## src/rtl/ctrl_pkg.sv

```systemverilog
// Shared decode definitions for the ID-stage control unit.
// Holds the opcode/funct encodings, the ALU operation codes, the packed
// control bundle carried into ID/EX, and the all-zero bubble value.
package ctrl_pkg;

  // Opcodes (instruction[31:26])
  localparam logic [5:0] OP_RTYPE = 6'b000000;
  localparam logic [5:0] OP_LW    = 6'b100011;
  localparam logic [5:0] OP_SW    = 6'b101011;
  localparam logic [5:0] OP_BEQ   = 6'b000100;
  localparam logic [5:0] OP_ADDI  = 6'b001000;

  // R-type funct codes (instruction[5:0])
  localparam logic [5:0] FN_ADD = 6'b000000;
  localparam logic [5:0] FN_SUB = 6'b000001;
  localparam logic [5:0] FN_MUL = 6'b000010;

  // ALU operation selects
  localparam logic [1:0] ALU_OP_ADD   = 2'b00;
  localparam logic [1:0] ALU_OP_SUB   = 2'b01;
  localparam logic [1:0] ALU_OP_FUNCT = 2'b10;

  typedef struct packed {
    logic       reg_dst;
    logic       branch;
    logic       mem_read;
    logic       mem_to_reg;
    logic       mem_write;
    logic       alu_src;
    logic       reg_write;
    logic [1:0] alu_op;
  } ctrl_t;

  localparam ctrl_t CTRL_BUBBLE = '0;

endpackage

```

## src/rtl/ctrl_decode.sv

```systemverilog
// Combinational instruction decoder.
// Ports:
//   opcode_i  - instruction[31:26]
//   funct_i   - instruction[5:0]
//   ctrl_o    - decoded control bundle (all zero for illegal encodings)
//   rt_used_o - instruction reads rt as a source
//   is_mul_o  - instruction is an R-type MUL
//   illegal_o - unknown opcode, or R-type with unknown funct
module ctrl_decode
  import ctrl_pkg::*;
(
  input  logic [5:0] opcode_i,
  input  logic [5:0] funct_i,
  output ctrl_t      ctrl_o,
  output logic       rt_used_o,
  output logic       is_mul_o,
  output logic       illegal_o
);

  always_comb begin
    ctrl_o    = CTRL_BUBBLE;
    rt_used_o = 1'b0;
    is_mul_o  = 1'b0;
    illegal_o = 1'b0;
    case (opcode_i)
      OP_RTYPE: begin
        rt_used_o = 1'b1;
        case (funct_i)
          FN_ADD, FN_SUB, FN_MUL: begin
            ctrl_o.reg_dst   = 1'b1;
            ctrl_o.reg_write = 1'b1;
            ctrl_o.alu_op    = ALU_OP_FUNCT;
            is_mul_o         = (funct_i == FN_MUL);
          end
          default: illegal_o = 1'b1;
        endcase
      end
      OP_LW: begin
        ctrl_o.alu_src    = 1'b1;
        ctrl_o.mem_read   = 1'b1;
        ctrl_o.mem_to_reg = 1'b1;
        ctrl_o.reg_write  = 1'b1;
        ctrl_o.alu_op     = ALU_OP_ADD;
      end
      OP_SW: begin
        rt_used_o        = 1'b1;
        ctrl_o.alu_src   = 1'b1;
        ctrl_o.mem_write = 1'b1;
        ctrl_o.alu_op    = ALU_OP_ADD;
      end
      OP_BEQ: begin
        rt_used_o     = 1'b1;
        ctrl_o.branch = 1'b1;
        ctrl_o.alu_op = ALU_OP_SUB;
      end
      OP_ADDI: begin
        ctrl_o.alu_src   = 1'b1;
        ctrl_o.reg_write = 1'b1;
        ctrl_o.alu_op    = ALU_OP_ADD;
      end
      default: illegal_o = 1'b1;
    endcase
  end

endmodule

```

## src/rtl/pipelined_ctrl_unit.sv

```systemverilog
// Decode-stage control unit with ID/EX pipeline register.
// Decodes the IF/ID instruction, inserts bubbles for load-use hazards, branch
// flushes and multi-cycle MUL occupancy, and drives the fetch stall line.
// Ports:
//   clk, reset          - rising-edge clock, asynchronous active-high reset
//   id_valid            - IF/ID holds a real instruction
//   id_opcode, id_funct - instruction opcode and funct fields
//   id_rs, id_rt, id_rd - register specifiers from IF/ID
//   flush               - branch taken in EX; kill the instruction in ID
//   stall               - combinational; hold PC and IF/ID this cycle
//   illegal             - registered one-cycle pulse on a consumed illegal instruction
//   ex_*                - registered ID/EX control bundle and specifiers
module pipelined_ctrl_unit
  import ctrl_pkg::*;
#(
  parameter int unsigned REG_ADDR_W  = 5,
  parameter int unsigned MUL_LATENCY = 3,
  parameter int unsigned ALU_OP_W    = 2
) (
  input  logic                  clk,
  input  logic                  reset,
  input  logic                  id_valid,
  input  logic [5:0]            id_opcode,
  input  logic [5:0]            id_funct,
  input  logic [REG_ADDR_W-1:0] id_rs,
  input  logic [REG_ADDR_W-1:0] id_rt,
  input  logic [REG_ADDR_W-1:0] id_rd,
  input  logic                  flush,
  output logic                  stall,
  output logic                  illegal,
  output logic                  ex_valid,
  output logic                  ex_reg_dst,
  output logic                  ex_branch,
  output logic                  ex_mem_read,
  output logic                  ex_mem_to_reg,
  output logic                  ex_mem_write,
  output logic                  ex_alu_src,
  output logic                  ex_reg_write,
  output logic [ALU_OP_W-1:0]   ex_alu_op,
  output logic [5:0]            ex_funct,
  output logic [REG_ADDR_W-1:0] ex_rs,
  output logic [REG_ADDR_W-1:0] ex_rt,
  output logic [REG_ADDR_W-1:0] ex_dest
);

  localparam int unsigned CntW = (MUL_LATENCY > 0) ? $clog2(MUL_LATENCY + 1) : 1;

  typedef enum logic {StIdle, StBusy} state_e;

  ctrl_t dec_ctrl;
  logic  dec_rt_used;
  logic  dec_is_mul;
  logic  dec_illegal;

  ctrl_decode u_decode (
    .opcode_i  (id_opcode),
    .funct_i   (id_funct),
    .ctrl_o    (dec_ctrl),
    .rt_used_o (dec_rt_used),
    .is_mul_o  (dec_is_mul),
    .illegal_o (dec_illegal)
  );

  // ID/EX register
  ctrl_t                 ctrl_q;
  logic                  ex_valid_q;
  logic                  illegal_q;
  logic [5:0]            funct_q;
  logic [REG_ADDR_W-1:0] rs_q;
  logic [REG_ADDR_W-1:0] rt_q;
  logic [REG_ADDR_W-1:0] dest_q;

  state_e         state_q;
  logic [CntW-1:0] cnt_q;

  logic lu;
  logic busy;
  logic issue;

  // A load into $zero never produces a value worth waiting for.
  assign lu = ex_valid_q & ctrl_q.mem_read & (rt_q != '0) & id_valid &
              ((rt_q == id_rs) | (dec_rt_used & (rt_q == id_rt)));

  assign busy  = (state_q == StBusy);
  assign stall = lu | busy;

  // Everything that is not a clean issue turns into a bubble.
  assign issue = ~flush & ~stall & id_valid & ~dec_illegal;

  always_ff @(posedge clk or posedge reset) begin
    if (reset) begin
      ctrl_q     <= CTRL_BUBBLE;
      ex_valid_q <= 1'b0;
      illegal_q  <= 1'b0;
      funct_q    <= '0;
      rs_q       <= '0;
      rt_q       <= '0;
      dest_q     <= '0;
    end else begin
      // Pulse only when the illegal instruction actually leaves ID.
      illegal_q <= id_valid & ~flush & ~stall & dec_illegal;
      if (issue) begin
        ctrl_q     <= dec_ctrl;
        ex_valid_q <= 1'b1;
        funct_q    <= id_funct;
        rs_q       <= id_rs;
        rt_q       <= id_rt;
        dest_q     <= dec_ctrl.reg_dst ? id_rd : id_rt;
      end else begin
        ctrl_q     <= CTRL_BUBBLE;
        ex_valid_q <= 1'b0;
        funct_q    <= '0;
        rs_q       <= '0;
        rt_q       <= '0;
        dest_q     <= '0;
      end
    end
  end

  // MUL occupancy: counter holds the remaining busy cycles including this one.
  always_ff @(posedge clk or posedge reset) begin
    if (reset) begin
      state_q <= StIdle;
      cnt_q   <= '0;
    end else if (flush) begin
      state_q <= StIdle;
      cnt_q   <= '0;
    end else begin
      case (state_q)
        StIdle: begin
          if (issue && dec_is_mul && (MUL_LATENCY > 0)) begin
            state_q <= StBusy;
            cnt_q   <= CntW'(MUL_LATENCY);
          end
        end
        StBusy: begin
          if (cnt_q == CntW'(1)) begin
            state_q <= StIdle;
            cnt_q   <= '0;
          end else begin
            cnt_q <= cnt_q - CntW'(1);
          end
        end
        default: begin
          state_q <= StIdle;
          cnt_q   <= '0;
        end
      endcase
    end
  end

  assign illegal       = illegal_q;
  assign ex_valid      = ex_valid_q;
  assign ex_reg_dst    = ctrl_q.reg_dst;
  assign ex_branch     = ctrl_q.branch;
  assign ex_mem_read   = ctrl_q.mem_read;
  assign ex_mem_to_reg = ctrl_q.mem_to_reg;
  assign ex_mem_write  = ctrl_q.mem_write;
  assign ex_alu_src    = ctrl_q.alu_src;
  assign ex_reg_write  = ctrl_q.reg_write;
  assign ex_alu_op     = ALU_OP_W'(ctrl_q.alu_op);
  assign ex_funct      = funct_q;
  assign ex_rs         = rs_q;
  assign ex_rt         = rt_q;
  assign ex_dest       = dest_q;

endmodule

```

## config.mk

```make
export PLATFORM = sky130hd
export DESIGN_NAME = pipelined_ctrl_unit
export DESIGN_NICKNAME = d
export VERILOG_FILES = /design/src/rtl/ctrl_pkg.sv /design/src/rtl/ctrl_decode.sv /design/src/rtl/pipelined_ctrl_unit.sv
export SDC_FILE = /design/constraint.sdc
export NUM_CORES = 1
export LEC_CHECK = 0
export CORE_MARGIN = 3
export CORE_UTILIZATION = 46
export CTS_CLUSTER_SIZE = 10
export DETAILED_ROUTE_END_ITERATION = 10
export GPL_ROUTABILITY_DRIVEN = 0
export PLACE_DENSITY_LB_ADDON = 0.1
export SYNTH_ARGS = -nofsm -noshare
export SYNTH_HDL_FRONTEND = slang
export SYNTH_HIERARCHICAL = 1
export SYNTH_SLANG_ARGS = --single-unit
```

## constraint.sdc

```tcl
create_clock -name clk -period 4 [get_ports clk]
set_clock_uncertainty 0.15 [all_clocks]
set_input_delay 0.8 -clock clk [delete_from_list [all_inputs] [get_ports clk]]
set_output_delay 0.8 -clock clk [all_outputs]
set_load 0.1 [all_outputs]
```

==> results.md <==
- The number of clock buffers added by TritonCTS is 5.
- The number of antenna repair diodes is 0.
- The count of maximum capacitance violations is 0.
- The number of cell rows is 20.
- The type of the worst setup path is in2out.
- Summing the areas of all compound-gate instances in the mapped netlist gives 11.3% of the synthesized area.
- The xor and xnor area share after synthesis is 5.40%.
- The design draws roughly 0.63 mW.
- After detailed placement, the total cell area comes to about 0.0023 sq mm.
- The highest ir drop seen on vdd is 0.168 mV.
- STA puts the critical path data required time at approximately 3.1 ns.
- For this run, design rule violations remaining after detail routing come to 0.
- The maximum operating frequency is 269 MHz.
- The average routed wire per standard cell is ~15 um.
- The final critical path time including I/O delays and setup is 3.72 ns.
- In this run the tool buffered the top-level ports with 63 buffer cells.
- The most used flip-flop cell after synthesis is sky130_fd_sc_hd__dfrtp_1.
- After clock tree synthesis, the clock-pin slew on the worst setup and hold paths is about 0.10 ns.
- Measured against the total synthesized area, the mux share comes to 3.08%.
- The tightest hold margin is 0.399 ns.
- The number of setup buffers added after CTS is 0.
- In the final layout, the share of cells above drive strength 1 is about a tenth.
- Measured along the x axis, the die boundary spans around 65 um.
- The detail route stage leaves a number of antenna-violating nets equal to 0.
- For the pin with the worst max-slew slack, the measured transition is slightly below 1 ns.
- In the layout the commonest cells are sky130_fd_sc_hd__clkdlybuf4s50_1 (62), sky130_fd_sc_hd__dfrtp_1 (35), sky130_fd_sc_hd__and2_1 (25).
- The number of ports placed on the die boundary is 64.
- For this block, the initial DRC count from the detailed router was 44.
- The basic-gate share of the synthesized area counting and, or, nand and nor cells is ~22%.
- Dividing the detail-routed via count by the number of cells gives 5.13.
- The final wirelength is approximately 3600 um.
- After routing, the total negative slack on setup checks comes to 0 ns.
- The static leakage is around 1.0 nW.
- Once layout is complete, the utilization of the core stands at approximately three quarters.
- The max-slew violation count was 0.
- The maximum clock path buffer count is 2.
- The first global-routing pass estimated 5660 um of wire.
- The final critical path takes up slightly above 90% of the cycle.
- TritonCTS built the clock tree.
- The largest fanout of any net on the critical path is 5.
- The number of search-and-repair iterations in the first detailed-routing pass is 4.
- For flop-to-flop paths, the worst setup slack is 1.86 ns.
- The die covers 0.00428 sq mm.
- The post-synthesis sequential area ratio is a little over half.
- The area growth from synthesis to layout is 45.0%.
- The register with the most flip-flops in the layout has 6 of them.
- The synthesized netlist cell count is approximately 140.
- Entering global routing, the biggest net connects 32 pins.
- The remaining global-route overflow is 0.
- The Yosys warning count is 6.
- The synthesized design contains 0 enable-type register cells.
- Once detailed placement completed, the half-perimeter wirelength came to between 2000 and 3000 um.
- In the synthesized netlist the async set-or-reset flop fraction comes to 100%.
- The number of register bits inferred by synthesis is 35.
- In the global route stage, overall resource usage came out at approximately 17%.
- Clock tree synthesis selected as its root buffer the cell sky130_fd_sc_hd__clkbuf_4.
- The via count of the first global-routing pass is ~1300.
- The post-cts gate resize count is 0.
- The sort of element at the end of the critical path is an output pin.
- For this configuration, the core starts out at a cell density of between 50 and 60%.
- The synthesized netlist contains 38 unique library cells.
- In this run the power density over the cells is approximately 270 mW/mm^2.
- After synthesis, the largest family of logic cells by area is simple AND/OR/NAND/NOR gates.
- In this run the tightest slew margin relative to its limit is between 30% and 40%.
- Data on the critical path arrives at its endpoint at about 2.8 ns.
- After synthesis the cells add up to between 0.0015 and 0.002 sq mm.
- The number of hold buffers added after cts is 0.
- The core region is between 0.003 and 0.004 sq mm.
- The number of setup violations in the final report is 0.
- The initial antenna violation count is 0.
- The final hold violation count was 0.
- Averaged over all synthesized cells, the footprint is roughly 12 sq um.
- Setup repair after global routing left no endpoint under its margin.
- The flow ran to the end, and the final reports show no timing, DRC or antenna violations.
- In this run the worst hold path is classified as reg2reg.
- The most common library cell in the layout ignoring fill and taps is sky130_fd_sc_hd__clkdlybuf4s50_1.
- The total number of nets in the final design is between 200 and 250.
- The count of H-tree levels built during CTS is 2.
- The number of nets produced by synthesis is 169.
- With fillers left out, the area of the finished cells amounts to 0.00235 sq mm.
- The via count of the routed design is 1267.
- For the worst-skew pair, the clock arrives at the later sink with an insertion delay of between 0.3 and 0.4 ns.
- The area share of fa/ha/maj cells after synthesis is less than 1%.
- Clock tree synthesis found a total of 35 sinks.
- In this run the vertical extent of the chip is ~65 um.
- STA classifies the critical path startpoint as an input port.
-- cell type report --
| type | count | area, sq um |
|---|---|---|
| clock inverters | 1 | 5.00 |
| well taps | 44 | 55.1 |
| multi-input cells | 92 | 694 |
| clock buffers | 6 | 51.3 |
| flip-flops and latches | 35 | 876 |
| repair buffers | 65 | 656 |
| inverters | 4 | 15.0 |
| fillers | 243 | 851 |
-- final timing paths --
check / to / startpoint / depth (start not counted)
max in group asynchronous: ex_valid$_DFF_PP0_ / reset / 3
max reg2reg: ex_rs[3]$_DFF_PP0_ / ex_rt[2]$_DFF_PP0_ / 5
min in group asynchronous: ex_funct[0]$_DFF_PP0_ / reset / 2
min: cnt_q[0]$_DFFE_PP0P_ / cnt_q[0]$_DFFE_PP0P_ / 1
max: stall / id_opcode[4] / 6
min reg2reg: cnt_q[0]$_DFFE_PP0P_ / cnt_q[0]$_DFFE_PP0P_ / 1
-- synth_stat cells, drive strengths merged (2+ instances only) --
cell type	number	area [sq um]
dfrtp	35	876
and2	25	156
xor2	9	78.8
nor2	7	26.3
buf	6	41.3
mux2i	5	50.1
nor2b	5	31.3
inv	4	15.0
nand2b	4	25.0
nor4	4	25.0
o21ai	4	20.0
a2111oi	3	51.3
or4	3	30.0
a211oi	2	15.0
nand2	2	7.51
-- through the flow --
step | cells | worst slack [ns]
final | 247 | 0.279
after global routing | 247 | 0.192
after CTS | 247 | 0.277
after detailed placement | 240 | 0.288
after global placement | 240 | 0.368
after floorplan | 137 | 0.465
-- cell families (layout without fill, tap and decap cells) --
family | Yosys count | in the layout
adders and majority gates | 1 | 1
DFF | 35 | 35
xor gates and xnor gates | 10 | 10
buffers and inverters | 10 | 76
AOI/OAI and AO/OA | 18 | 18
muxes | 5 | 5
and+or+nand+nor | 58 | 58
-- report_power, final --
part / switching [mW] / internal, mW / leakage (nW)
Sequential: 0.00108 / 0.356 / 0.488
Combinational: 0.0463 / 0.0397 / 0.495
Clock: 0.110 / 0.0814 / 0.0341
-- layer usage --
metal	vias up	part of all wire [%]	wire (um)	track usage (%)
met2	45	51	1830	31.0
met4	0	2.8	99	8.29
met3	11	5.4	194	4.27
li1	600	-	-	-
met1	611	41	1460	19.5
met5	-	0	0	0
-- worst max-delay path: stages --
cell                              delay [ns]
sky130_fd_sc_hd__clkdlybuf4s50_1        0.49
sky130_fd_sc_hd__or4_4                  0.60
sky130_fd_sc_hd__o2bb2ai_1              0.16
sky130_fd_sc_hd__a32oi_1                0.23
sky130_fd_sc_hd__o21ai_2                0.28
sky130_fd_sc_hd__buf_12                 0.20
No activity file was read; power rests on OpenSTA's default activity.
